<file path="config.mk">
export PLATFORM = sky130hd
export DESIGN_NAME = exec_unit
export DESIGN_NICKNAME = d
export VERILOG_FILES = /design/src/rtl/exec_unit.sv
export SDC_FILE = /design/constraint.sdc
export NUM_CORES = 1
export LEC_CHECK = 0
export BUFFER_PORTS_ARGS = -buffer_cell sky130_fd_sc_hd__clkbuf_2
export CORE_ASPECT_RATIO = 1.5
export CORE_MARGIN = 5
export CORE_UTILIZATION = 60
export DETAILED_ROUTE_END_ITERATION = 8
export GPL_TIMING_DRIVEN = 0
export PLACE_DENSITY = 0.85
export SLEW_MARGIN = 10
export SYNTH_ARGS = -nofsm -noshare
export SYNTH_HDL_FRONTEND = slang
export SYNTH_SLANG_ARGS = --single-unit
</file>
<file path="constraint.sdc">
create_clock -name clk -period 4.3 [get_ports clk]
set_clock_uncertainty 0.1 [all_clocks]
set_input_delay 0.215 -clock clk [delete_from_list [all_inputs] [get_ports clk]]
set_output_delay 0.215 -clock clk [all_outputs]
set_load 0.02 [all_outputs]
</file>
<file path="src/rtl/exec_unit.sv">
// exec_unit: multi-cycle execute stage feeding the register file write port.
// Single-cycle ALU ops (ADD/SUB/AND/OR/XOR/SHL) complete one cycle after start.
// MUL (shift-add) and DIV (restoring) iterate once per bit before write-back.
//
// Ports:
//   clk, rst          clock, synchronous active-high reset
//   start, op, dst    request, opcode and destination, sampled only when idle
//   a, b              operands from register file read ports
//   busy              operation in progress
//   done, wr_en       one-cycle completion / register file write strobe
//   write_reg/data    destination and result, held until next completion
//   zero, carry       result flags, updated with done
//   div_zero          DIV issued with b == 0, updated with done
module exec_unit #(
  parameter int unsigned WIDTH  = 16,
  parameter int unsigned REG_AW = 3
) (
  input  logic              clk,
  input  logic              rst,
  input  logic              start,
  input  logic [2:0]        op,
  input  logic [REG_AW-1:0] dst,
  input  logic [WIDTH-1:0]  a,
  input  logic [WIDTH-1:0]  b,
  output logic              busy,
  output logic              done,
  output logic              wr_en,
  output logic [REG_AW-1:0] write_reg,
  output logic [WIDTH-1:0]  write_data,
  output logic              zero,
  output logic              carry,
  output logic              div_zero
);

  localparam int unsigned CNT_W = $clog2(WIDTH);
  localparam logic [CNT_W-1:0] LAST_ITER = CNT_W'(WIDTH - 1);

  localparam logic [2:0] OP_ADD = 3'b000;
  localparam logic [2:0] OP_SUB = 3'b001;
  localparam logic [2:0] OP_AND = 3'b010;
  localparam logic [2:0] OP_OR  = 3'b011;
  localparam logic [2:0] OP_XOR = 3'b100;
  localparam logic [2:0] OP_SHL = 3'b101;
  localparam logic [2:0] OP_MUL = 3'b110;
  localparam logic [2:0] OP_DIV = 3'b111;

  localparam logic [1:0] S_IDLE = 2'd0;
  localparam logic [1:0] S_CALC = 2'd1;
  localparam logic [1:0] S_WB   = 2'd2;

  // Operation context. For MUL: opa = shifted multiplicand, opb = shifted
  // multiplier, acc = partial product. For DIV: opa = dividend shifting into
  // quotient, opb = divisor (kept intact for the div_zero flag), acc = remainder.
  logic [1:0]        state_q, state_d;
  logic [2:0]        op_q, op_d;
  logic [REG_AW-1:0] dst_q, dst_d;
  logic [WIDTH-1:0]  opa_q, opa_d;
  logic [WIDTH-1:0]  opb_q, opb_d;
  logic [WIDTH-1:0]  acc_q, acc_d;
  logic [CNT_W-1:0]  cnt_q, cnt_d;

  logic              busy_d, done_d, wr_en_d;
  logic [REG_AW-1:0] write_reg_d;
  logic [WIDTH-1:0]  write_data_d;
  logic              zero_d, carry_d, div_zero_d;

  logic [WIDTH:0]    sum;
  logic [WIDTH-1:0]  result;
  logic              res_carry;
  logic [WIDTH:0]    rem_sh;
  logic [WIDTH:0]    rem_diff;

  // Final result selection, evaluated from the latched context in WB.
  always_comb begin
    sum       = {1'b0, opa_q} + {1'b0, opb_q};
    result    = '0;
    res_carry = 1'b0;
    case (op_q)
      OP_ADD: begin
        result    = sum[WIDTH-1:0];
        res_carry = sum[WIDTH];
      end
      OP_SUB: begin
        result    = opa_q - opb_q;
        res_carry = (opa_q < opb_q);
      end
      OP_AND: result = opa_q & opb_q;
      OP_OR:  result = opa_q | opb_q;
      OP_XOR: result = opa_q ^ opb_q;
      OP_SHL: result = opa_q << opb_q[3:0];
      OP_MUL: result = acc_q;
      OP_DIV: result = opa_q;
    endcase
  end

  // Restoring-division trial subtract; a zero divisor always "fits",
  // which naturally yields an all-ones quotient.
  always_comb begin
    rem_sh   = {acc_q, opa_q[WIDTH-1]};
    rem_diff = rem_sh - {1'b0, opb_q};
  end

  // Next-state and registered-output logic.
  always_comb begin
    state_d      = state_q;
    op_d         = op_q;
    dst_d        = dst_q;
    opa_d        = opa_q;
    opb_d        = opb_q;
    acc_d        = acc_q;
    cnt_d        = cnt_q;
    busy_d       = busy;
    done_d       = 1'b0;
    wr_en_d      = 1'b0;
    write_reg_d  = write_reg;
    write_data_d = write_data;
    zero_d       = zero;
    carry_d      = carry;
    div_zero_d   = div_zero;

    case (state_q)
      S_IDLE: begin
        if (start) begin
          op_d   = op;
          dst_d  = dst;
          opa_d  = a;
          opb_d  = b;
          acc_d  = '0;
          cnt_d  = '0;
          busy_d = 1'b1;
          state_d = (op == OP_MUL || op == OP_DIV) ? S_CALC : S_WB;
        end
      end

      S_CALC: begin
        cnt_d = cnt_q + CNT_W'(1);
        if (op_q == OP_MUL) begin
          if (opb_q[0]) begin
            acc_d = acc_q + opa_q;
          end
          opa_d = opa_q << 1;
          opb_d = opb_q >> 1;
        end else begin
          if (!rem_diff[WIDTH]) begin
            acc_d = rem_diff[WIDTH-1:0];
            opa_d = {opa_q[WIDTH-2:0], 1'b1};
          end else begin
            acc_d = rem_sh[WIDTH-1:0];
            opa_d = {opa_q[WIDTH-2:0], 1'b0};
          end
        end
        if (cnt_q == LAST_ITER) begin
          state_d = S_WB;
        end
      end

      S_WB: begin
        write_data_d = result;
        write_reg_d  = dst_q;
        zero_d       = (result == '0);
        carry_d      = res_carry;
        div_zero_d   = (op_q == OP_DIV) && (opb_q == '0);
        done_d       = 1'b1;
        wr_en_d      = 1'b1;
        busy_d       = 1'b0;
        state_d      = S_IDLE;
      end

      default: begin
        state_d = S_IDLE;
        busy_d  = 1'b0;
      end
    endcase
  end

  // State and output registers; reset aborts any operation without a write.
  always_ff @(posedge clk) begin
    if (rst) begin
      state_q    <= S_IDLE;
      op_q       <= '0;
      dst_q      <= '0;
      opa_q      <= '0;
      opb_q      <= '0;
      acc_q      <= '0;
      cnt_q      <= '0;
      busy       <= 1'b0;
      done       <= 1'b0;
      wr_en      <= 1'b0;
      write_reg  <= '0;
      write_data <= '0;
      zero       <= 1'b0;
      carry      <= 1'b0;
      div_zero   <= 1'b0;
    end else begin
      state_q    <= state_d;
      op_q       <= op_d;
      dst_q      <= dst_d;
      opa_q      <= opa_d;
      opb_q      <= opb_d;
      acc_q      <= acc_d;
      cnt_q      <= cnt_d;
      busy       <= busy_d;
      done       <= done_d;
      wr_en      <= wr_en_d;
      write_reg  <= write_reg_d;
      write_data <= write_data_d;
      zero       <= zero_d;
      carry      <= carry_d;
      div_zero   <= div_zero_d;
    end
  end

endmodule

</file>
==> results.txt, run 1 <==
- The endpoint identified for the worst register-to-register timing path is zero.
- The die is 107 um wide.
* Final-stage net count: 1324
- CTS Root Cell: sky130_fd_sc_hd__clkbuf_16
- Path type of the worst min-delay path: in -> reg
* Worst hold margin: 4.82 ps
- The number of slew-limit violations in the final report was 0.
- The congestion estimate from routability-driven global placement came to 1.02.
* Total half-perimeter wirelength after legalization and detailed placement: 25000 um
* Fill cell total of the finished layout: 1242
* Most frequent cell after synthesis: sky130_fd_sc_hd__nand2_1
* Largest fanout on the critical path: 8
* Most used flip-flop cell after synthesis: sky130_fd_sc_hd__dfxtp_1
- Counting flops and latches in the post-synthesis netlist gives 84.
- Synthesis produced 1120 cells.
* Footprint of the multi-input gates: 6280 um2
- The worst register-to-register path has a depth of 10.
- Measured against its own limit, the worst slew margin works out to 34.5%.
- List of most frequent post-synthesis cells: sky130_fd_sc_hd__nand2_1, sky130_fd_sc_hd__nor2_1, sky130_fd_sc_hd__dfxtp_1
- Data arrives at the worst endpoint at around 4300 ps.
- The via count of the first global-routing pass was 8894.
* Maximum vdd drop: 0.310 mV
* Total number of vias: 9225
* Post-route cell area: 9390 um2
* Maximum count of clock buffers along a single path: 2
- Hold buffer count at cts: 0
- DR iter-0 viols: between 800 and 900
- Total global-route track usage: 38.0%
- The number of different library cells used by synthesis comes to 83.
- The flow ran to the end, and the final reports show no timing, DRC or antenna violations.
- The worst setup path is captured at a register.
- Core box area: roughly 14000 um2
* R2r setup slk: 180 ps
* Wirelength per Cell: 22.9 um
* TritonCTS clock tree: yes
- The final critical path takes up between 90% and 100% of the cycle.
- F_max: 0.243 GHz
* Share of layout cells above drive strength 1: approximately 12%
* Final Routed Wirelength: 31900 um
- The first global-routing pass estimated 49200 um of wire.
- Of all flip-flops after synthesis, the portion carrying an async set or reset was 0%.
- Worst Path Class, Setup: reg -> reg
- STA classifies the critical path startpoint as a register.
- Number of warnings reported in the yosys synthesis log: 0
- In the routed design, unresolved DRC markers number 0.
- Area Overhead vs Synth: 10.5%
* Clock slew at reported path FFs: ~70 ps
- Combined flip-flop and latch cell area: 1690 um2
* Drt via density: roughly 6.6
- For the worst setup path, the data required time is 4440 ps.
- Sorting the synthesized cells by area gives the leading types as sky130_fd_sc_hd__dfxtp_1, sky130_fd_sc_hd__ha_1, sky130_fd_sc_hd__nand2_1.
* Number of cells in the design after placement: 1377
- Entering global routing, the biggest net connects 16 pins.
- Setup violations remaining at the end of the flow were counted as 0.
- Clock tree synthesis inserted a total of 9 buffers.
- Setup repair after global routing could not meet its margin everywhere.
- The H-tree was split into 3 levels.
- The floorplan step defined a die boundary enclosing 16700 um2.
- The synthesized netlist occupies a cell area of 8500 um2.
- Final hold viol count: 0
* Max cap viols: 0
- Detailed Routing Iterations Pass 1: 6
* Number of non-filler instances in the completed layout: between 1000 and 1500
* ANT cells: 0
- Number of antenna violations at the first check in global routing: 0
* Slew of the pin with the lowest slew margin: 969 ps
* IO Port Bufs: 64
- The clock reaches the later pin of the worst-skew pair after 350 ps.
* Number of flops mapped to enable cells by yosys: 0
- Total power divided by cell area: 331 nW/um2
- The worst register-to-register path begins at opa_q[1].
* Number of placement rows: 53
- Critical Path Start: opa_q[1]
- After detailed placement, the total cell area comes to a little over 9000 um2.
* Final global-route overflow total: 0
* Area share of the largest cell type after synthesis: 19.8%
- Mean instance size in the synthesized netlist: 7.59 um2
* Portion of the post-synthesis area used by sequential elements: between 10% and 20%
- The initial utilization of the core area, before any placement, comes to 60.7%.
* Clock sinks: 84
- Setup total negative slack on the finished layout was measured at 0 ps.
* Net count of the mapped netlist: around 1200
- For this design the static power due to leakage is about 3.9 nW.
- The routed design could run at a clock period as short as about 4000 ps.
* Number of I/O pins: 66
* Cell type contributing the most total cell area after synthesis: sky130_fd_sc_hd__dfxtp_1
- Endpoint of the worst setup timing path: zero
- Fin util: 67.1%
- Antenna violation net count after detailed routing: 0
* Chip height: 156 um
per-stage QoR:
| step | power (mW) | setup slack [ps] |
|---|---|---|
| 6_report | 3.11 | 177 |
| 4_1_cts | 3.05 | 55.6 |
| 3_5_place_dp | 2.31 | -153 |
| 5_1_grt | 3.25 | -35.6 |
| 2_1_floorplan | 1.89 | 526 |
| 3_3_place_gp | 2.30 | -204 |
logic make-up after synthesis:
group	synth area share, %
AND/OR/NAND/NOR	21.1
AO/OA/AOI/OAI	27.9
flip-flops	19.8
XOR/XNOR	3.81
adder cells (fa/ha/maj)	12.9
buffers and inverters	6.54
multiplexers	7.97
worst max-delay path, stage by stage (launching register included):
cell                       delay (ps)
sky130_fd_sc_hd__dfxtp_1          470
sky130_fd_sc_hd__clkbuf_1         480
sky130_fd_sc_hd__mux2i_1          140
sky130_fd_sc_hd__o21ai_0          570
sky130_fd_sc_hd__a211oi_1         230
sky130_fd_sc_hd__o311ai_1         790
sky130_fd_sc_hd__o22ai_1          180
sky130_fd_sc_hd__a221oi_1         710
sky130_fd_sc_hd__nor4_1           110
sky130_fd_sc_hd__nand4_1          160
sky130_fd_sc_hd__o21ai_1           80
repair_timing:
action                                 4_1_cts  5_1_grt
endpoints found under the hold margin        0        0
pin swaps                                    0        1
gates resized for setup                      3        8
setup endpoints to repair                   18       18
buffers inserted                             0        2
metal layers:
metal  part of all wire, %  track usage, %  vias up
met4                   9.0            26.4        0
met5                     0               0        -
met1                    36            44.1     4301
li1                      -               -     4269
met2                    47            63.6      499
met3                   7.7            5.84      156
power breakdown:
| group | internal, mW | switching (mW) |
|---|---|---|
| registers | 0.833 | 0.126 |
| clock network | 0.397 | 0.356 |
| logic | 0.530 | 0.870 |
cell usage in the layout, fill, tap and decap left out, drive strengths merged, types with 12 or more instances in the layout:
master    n
nor4     12
o21ai    55
buf      28
dfxtp    84
mux2i    35
ha       81
a22oi    19
a211oi   26
nor2b    23
inv      61
nor2    100
a21oi    80
nor3     39
clkbuf  121
a311oi   36
nand2   149
xnor2    27
a21o     18
worst min-delay path by stage:
stage          cells past startpoint  slack [ps]      endpoint  startpoint
6_report                           3           5      dst_q[2]      dst[2]
5_1_grt                            3          10      dst_q[2]      dst[2]
4_1_cts                            3           1      dst_q[2]      dst[2]
3_5_place_dp                       2         340  write_reg[0]    dst_q[0]
3_3_place_gp                       2         340  write_reg[2]    dst_q[2]
2_1_floorplan                      2         250      dst_q[0]      dst[0]
cell type report:
cell class,count,area share (%)
Inverter,61,2.48
Multi-Input combinational cell,903,66.9
Clock buffer,10,2.44
Sequential cell,84,18.0
Buffer,72,3.57
Tap cell,192,2.56
Timing Repair Buffer,67,3.62
Clock inverter,6,0.506
No activity file was read; power rests on OpenSTA's default activity.
==> run 2, diff against run 1 <==
--- a/config.mk
+++ b/config.mk
@@ -6,12 +6,15 @@
 export NUM_CORES = 1
 export LEC_CHECK = 0
 export BUFFER_PORTS_ARGS = -buffer_cell sky130_fd_sc_hd__clkbuf_2
+export CELL_PAD_IN_SITES_DETAIL_PLACEMENT = 2
+export CELL_PAD_IN_SITES_GLOBAL_PLACEMENT = 2
 export CORE_ASPECT_RATIO = 1.5
 export CORE_MARGIN = 5
-export CORE_UTILIZATION = 60
+export CORE_UTILIZATION = 37
+export CTS_BUF_LIST = sky130_fd_sc_hd__clkbuf_4
 export DETAILED_ROUTE_END_ITERATION = 8
 export GPL_TIMING_DRIVEN = 0
-export PLACE_DENSITY = 0.85
+export PLACE_DENSITY = 0.88
 export SLEW_MARGIN = 10
 export SYNTH_ARGS = -nofsm -noshare
 export SYNTH_HDL_FRONTEND = slang
==> run 2 against run 1 <==
Clock power is 15% lower. Critical endpoint is now opa_q[0]. Clock-buffer cell count shrank 1. Critical path type unchanged. Non-clock buffer count is 46 higher. Critical path depth rose by 5. The flow now finishes with violations (negative setup slack). Via count grew 18%. Global-route usage grew 0.21 points.
==> results.txt, run 2 (synthesis gave the netlist of run 1 again) <==
* Result of the run: finished with violations
- Failing checks: negative setup slack
- Max-cap violations in this run came to 0.
- Worst rel slew slack: 29.3%
- The number of slew-limit violations in the final report is 0.
- Summed over all nets, the half-perimeter wirelength after detailed placement is 32500 um.
- The floorplan has 68 rows.
* Worst reg2reg path depth: 15
- Vias in the first global route: 11500
- The finished cells cover about 10000 um2.
- Dividing total power by cell area gives a power density of 338 nW/um2.
- Maximum count of clock buffers along a single path: 2
* Most common cell after layout, fill and taps aside: sky130_fd_sc_hd__nand2_1
* Total number of vias: 10900
- The first routing iteration left between 1000 and 1500 violations.
- The initial utilization of the core area, before any placement, comes to 37.3%.
- Before antenna repair, the detailed router went through 6 iterations.
- Critical path data arrival time: 4720 ps
- Hold Path Sink: op_q[0]
- Horiz. Die Dim: 134 um
- CTS saw 84 sinks.
- Wire length of the first global-routing pass: 74700 um
* Clock slew at reported path FFs: 200 ps
- STA puts the critical path data required time at 4620 ps.
- After detailed routing, the number of vias per cell comes to 7.10.
- Final clock period utilization by the worst path: 102%
* LEAKAGE: slightly above 4 nW
* IO Port Bufs: 64
- Clock tree synthesis selected as its root buffer the cell sky130_fd_sc_hd__clkbuf_4.
* Core box area: 22800 um2
* Final RePlAce weighted congestion: between 0.9 and 1
- Total of endpoints with negative setup slack in the final report: 3
- Shortest period the worst path allows: approximately 4400 ps
- Slew of the pin with the lowest slew margin: about 1100 ps
- RSZ-0062 raised after global routing: true
- The initial antenna violation count came to 5.
* DR DRC count: 0
- The total overflow left after global routing is 0.
- Entering global routing, the biggest net connects 17 pins.
- The final number of hold-violating endpoints came to 0.
* Die outline area: 26200 um2
* Final-stage net count: 1370
- Final Routed Wirelength: 53800 um
- In the post-route analysis, the smallest setup slack over all paths is -93.2 ps.
- 66 I/O pins were placed.
- STA classifies the critical path endpoint as a register.
- Total global-route track usage: 38.2%
- The worst setup path is launched from a register.
- Stage delay of the slowest cell on the critical path: 480 ps
- IR analysis of the VDD net gives a maximum drop of 0.393 mV.
* Area Overhead vs Synth: 16.8%
- On the critical path, the stage with the largest delay is an instance of sky130_fd_sc_hd__a2111oi_4.
- Highest-count cells in the layout ignoring fill and taps: sky130_fd_sc_hd__nand2_1, sky130_fd_sc_hd__nor2_1, sky130_fd_sc_hd__a21oi_1, sky130_fd_sc_hd__ha_1, sky130_fd_sc_hd__dfxtp_1
- Chip height: ~200 um
- The endpoint identified for the worst register-to-register timing path is opa_q[0].
- Antenna violation net count after detailed routing: 0
- Min-delay src: op[0]
* Share of layout cells above drive strength 1: 13.5%
- Total number of H-tree levels: 3
- Placement Setup Slack: -430 ps
* R2r setup slk: -90 ps
- Area after detailed placement: 9180 um2
* Count of cells along the worst hold path: 4
* F_max: ~0.23 GHz
- Reg-to-reg critical path startpoint: opb_q[1]
* TritonCTS clock tree: yes
- Dividing the detail-routed wire length by the instance count gives 35.1 um.
* Cells along the critical path: buf_8, buf_12, buf_12, clkinvlp_4, fa_2, a211oi_4, o21ai_2, a311o_1, a2111oi_4, or4_4, nand3_2, buf_6, buf_6, a222oi_1, nor2_1
* Path type of the worst min-delay path: in -> reg
- Along the worst path, the maximum fanout reaches 10.
- Clock insertion delay at the later pin of the skew report: around 590 ps
- The critical path in this run is classified as reg -> reg.
- CTS buffer count: 9
[run 2: cell count changes in the layout (fill, tap and decap cells not counted), sizes merged]
cell / before / now
dlygate4sd3: 0 / 39
buf: 28 / 35
clkinvlp: 5 / 1
diode: 0 / 4
bufinv: 0 / 2
inv: 61 / 63
clkbuf: 121 / 120
clkinv: 1 / 2
[run 2: per-layer routing]
metal  up-vias  track usage (%)  wire [um]
li1       4376                -          -
met1      5365             40.4      18400
met2       769             64.5      25300
met3       380             7.96       4300
met4         0             31.7       5770
met5         -                0          0
[run 2: worst max-delay path, delay by kind of cell, from the launching register on]
family / cells / cell delay (ps)
compound gates: 5 / 1730
buf+inv: 6 / 1000
simple gates: 3 / 530
fa+ha+maj: 1 / 450
flops: 1 / 420
[run 2: how the worst max path moves through the flow]
stage | from | endpoint | slack, ps
detailed placement | opb_q[1] | acc_q[14] | -430
global placement | opb_q[1] | opa_q[0] | -260
CTS | opb_q[1] | acc_q[13] | 10
global route | opb_q[1] | opa_q[0] | -220
finish | opb_q[1] | opa_q[0] | -90
floorplan | opb_q[1] | opa_q[0] | 530
[run 2: area by class of cell]
type | instances | area (um2)
Tap cell | 280 | 350
Multi-Input combinational cell | 903 | 6320
Clock inverter | 7 | 103
Timing Repair Buffer | 113 | 783
Buffer | 72 | 368
Clock buffer | 9 | 67.6
Fill cell | 2614 | 12900
Sequential cell | 84 | 1690
Inverter | 61 | 233
Antenna cell | 4 | 10.0
[run 2: power by group]
part | internal, mW | switching, mW
Combinational | 0.588 | 1.13
Clock | 0.245 | 0.394
Sequential | 0.835 | 0.162
[run 2: metrics by stage]
step	hold WS [ps]	utilization, %	total power, mW	TNS, ps	std cells
CTS	342	42.8	3.04	0	1520
detailed placement	354	40.3	2.40	-7140	1465
global route	351	43.5	3.43	-457	1531
finish	354	43.5	3.36	-190	1533
global placement	342	40.2	2.32	-3460	1464
floorplan	251	-	1.89	0	1120
[run 2: what timing repair did]
| action | in CTS | in global routing |
|---|---|---|
| setup buffers | 0 | 8 |
| gates cloned | 0 | 1 |
| hold endpoints to repair | 39 | 0 |
| hold buffers | 39 | 0 |
| resized for setup | 8 | 24 |
| pin swaps | 1 | 7 |
| setup endpoints to repair | 21 | 21 |
==> run 3, diff against run 2 <==
--- a/config.mk
+++ b/config.mk
@@ -9,7 +9,6 @@
 export CELL_PAD_IN_SITES_DETAIL_PLACEMENT = 2
 export CELL_PAD_IN_SITES_GLOBAL_PLACEMENT = 2
 export CORE_ASPECT_RATIO = 1.5
-export CORE_MARGIN = 5
 export CORE_UTILIZATION = 37
 export CTS_BUF_LIST = sky130_fd_sc_hd__clkbuf_4
 export DETAILED_ROUTE_END_ITERATION = 8
==> run 3 against run 2 <==
Combinational power down 8%. Register-to-register slack better by 90 ps. Critical path type unchanged. Critical endpoint unchanged. Wire length decreased by 12%. The run still ends with negative setup slack left. Cell area shrank 1.5%.
==> results.txt, run 3 (synthesis gave the netlist of run 1 again) <==
- Global routing consumed, over all layers together, 40.7% of the routing resources.
* DR iter-0 viols: around 800
* CTS Root Cell: sky130_fd_sc_hd__clkbuf_4
* Count of cells along the worst hold path: 2
- Shortest period the worst path allows: 4310 ps
* Number of non-filler instances in the completed layout: 1519
- Entering global routing, the biggest net connects 20 pins.
- Clock sinks: 84
- Path type of the worst min-delay path: reg -> reg
- Number of antenna violations at the first check in global routing: 2
- The number of slew-limit violations in the final report is 0.
* Failing checks: negative setup slack
- TritonCTS clock tree: yes
- At the pin with the least slew margin, the transition time is 1180 ps.
- The die covers between 20000 and 25000 um2.
* Area after detailed placement: 9180 um2
- Total half-perimeter wirelength after legalization and detailed placement: 32200 um
- Cells along the critical path: clkbuf_2, inv_2, ha_1, a211oi_2, o21ai_1, a311o_1, a2111oi_4, or4_1, nand3_1, buf_4, buf_6, a222oi_1, nor2_1
- Fill cell total of the finished layout: 2646
* Most common cell after layout, fill and taps aside: sky130_fd_sc_hd__nand2_1
- Largest fanout on the critical path: 12
- Port buffering added 64 buffers.
- Number of I/O pins: between 60 and 70
- The worst setup path is captured at a register.
- The floorplan step set the die width to 126 um.
* Max stage delay cell, worst path: sky130_fd_sc_hd__dfxtp_1
- Final clock period utilization by the worst path: 100%
- The design draws 3.12 mW.
- The via count of the first global-routing pass was 11400.
- In this run the static leakage power is 3.99 nW.
* Total of endpoints with negative setup slack in the final report: 1
- Row generation in the floorplan step produced 67 rows.
- Count of buffer and inverter cells on the critical path: 4
- Initial Utilization: 37.8%
- The tool flagged a number of max-cap violations equal to 0.
- For the final routed database, the setup TNS stands at -7.09 ps.
- For this run the aggregate overflow at the end of global routing stands at 0.
- Post-route cell area: between 9000 and 10000 um2
- After detailed routing, the number of vias per cell comes to 6.76.
- Wirelength per Cell: around 31 um
- Required time of the worst setup path: 4630 ps
- Final RePlAce weighted congestion: between 0.9 and 1
* DR DRC count: 0
* Area Overhead vs Synth: 15.0%
- Total number of H-tree levels: 3
* Worst hold margin: 374 ps
* Final hold viol count: 0
- The detailed router placed slightly above 10000 vias in this run.
* Number of cells in the design after placement: 1461
* Clock insertion delay at the later pin of the skew report: about 540 ps
* Detailed Routing Iterations Pass 1: 6
- Category of cells accounting for the largest share of critical-path delay: compound AO/OA/AOI/OAI gates
* Antenna violation net count after detailed routing: 0
* Chip height: about 190 um
- Maximum count of clock buffers along a single path: 2
* Total power divided by cell area: 320 nW/um2
- After clock tree synthesis, the clock-pin slew on the worst setup and hold paths is ~190 ps.
- Worst reg2reg path depth: 13
- Maximum vdd drop: 0.247 mV
* Worst Path Class, Setup: reg -> reg
* Critical path data arrival time: 4640 ps
* Stage delay of the slowest cell on the critical path: roughly 570 ps
- The flow ran to the end, but the final reports show violations.
- Worst rel slew slack: 20.3%
- Counting the buffers created by CTS gives 9.
- In this run the critical register-to-register path is captured at opa_q[0].
- Highest-count cells in the layout ignoring fill and taps: sky130_fd_sc_hd__nand2_1, sky130_fd_sc_hd__nor2_1, sky130_fd_sc_hd__a21oi_1, sky130_fd_sc_hd__ha_1, sky130_fd_sc_hd__dfxtp_1
- Hold Path Sink: write_reg[0]
- F_max: approximately 0.23 GHz
- In this run the critical register-to-register path is launched from opb_q[2].
- R2r setup slk: -7 ps
* Share of layout cells above drive strength 1: about 13%
- Core box area: approximately 22000 um2
- Min-delay src: dst_q[0]
- Final Routed Wirelength: 47500 um
- Final-stage net count: 1362
* Least setup slack across all paths after layout: -7.09 ps
- The first global-routing pass estimated 71200 um of wire.
* Critical path startpoint category: register
-- run 3: final cells by class --
cell class              instances  area (um2)  area share (%)
well taps                     276         345            3.53
diodes                          2        5.00          0.0512
clock buffers                   9        67.6           0.691
repair buffers                107         741            7.58
multi-input cells             903        6290            64.3
inverters                      61         233            2.38
plain buffers                  70         324            3.32
flip-flops and latches         84        1690            17.3
clock inverters                 7        80.1           0.819
-- run 3: how the worst max path moves through the flow --
| stage | slack, ps | cells past startpoint | from | to |
|---|---|---|---|---|
| after global placement | -240 | 15 | opb_q[1] | acc_q[14] |
| after global routing | -50 | 13 | opb_q[1] | opa_q[0] |
| after CTS | 90 | 14 | opa_q[15] | opa_q[0] |
| after detailed placement | -400 | 15 | opb_q[1] | opa_q[0] |
| final | -7 | 13 | opb_q[2] | opa_q[0] |
| after floorplan | 530 | 15 | opb_q[1] | opa_q[0] |
-- run 3: routing by layer --
layer | routed length, um | vias up | global-route usage [%] | part of all wire, %
met2 | 23100 | 533 | 69.9 | 49
met5 | 0 | - | 0 | 0
met4 | 4650 | 0 | 36.9 | 9.8
met3 | 3330 | 277 | 9.87 | 7.0
met1 | 16400 | 5097 | 40.4 | 34
li1 | - | 4357 | - | -
-- run 3: through the flow --
step / util [%] / setup WS, ps
6_report: 43.5 / -7.09
3_5_place_dp: 40.8 / -396
3_3_place_gp: 40.8 / -243
5_1_grt: 43.5 / -47.9
4_1_cts: 43.3 / 89.9
2_1_floorplan: - / 526
-- run 3: where the power goes --
group	total [mW]	leakage (nW)	internal (mW)	switching, mW
clock	0.548	0.0788	0.185	0.363
sequential	0.991	0.689	0.834	0.157
combinational	1.58	3.22	0.558	1.03
total	3.12	3.99	1.58	1.55
-- run 3: timing repair --
item                       4_1_cts  5_1_grt
setup buffers                    0        3
pin swaps                        0        1
hold endpoints to repair        39        0
hold buffers                    39        0
gates cloned                     0        0
gates resized for setup          5       14
setup endpoints to repair       21       22
-- run 3: tightest hold or removal path: stages, from the launching register on --
cell                      delay, ps
sky130_fd_sc_hd__dfxtp_1        340
sky130_fd_sc_hd__nand2_1         50
sky130_fd_sc_hd__a21oi_1         50
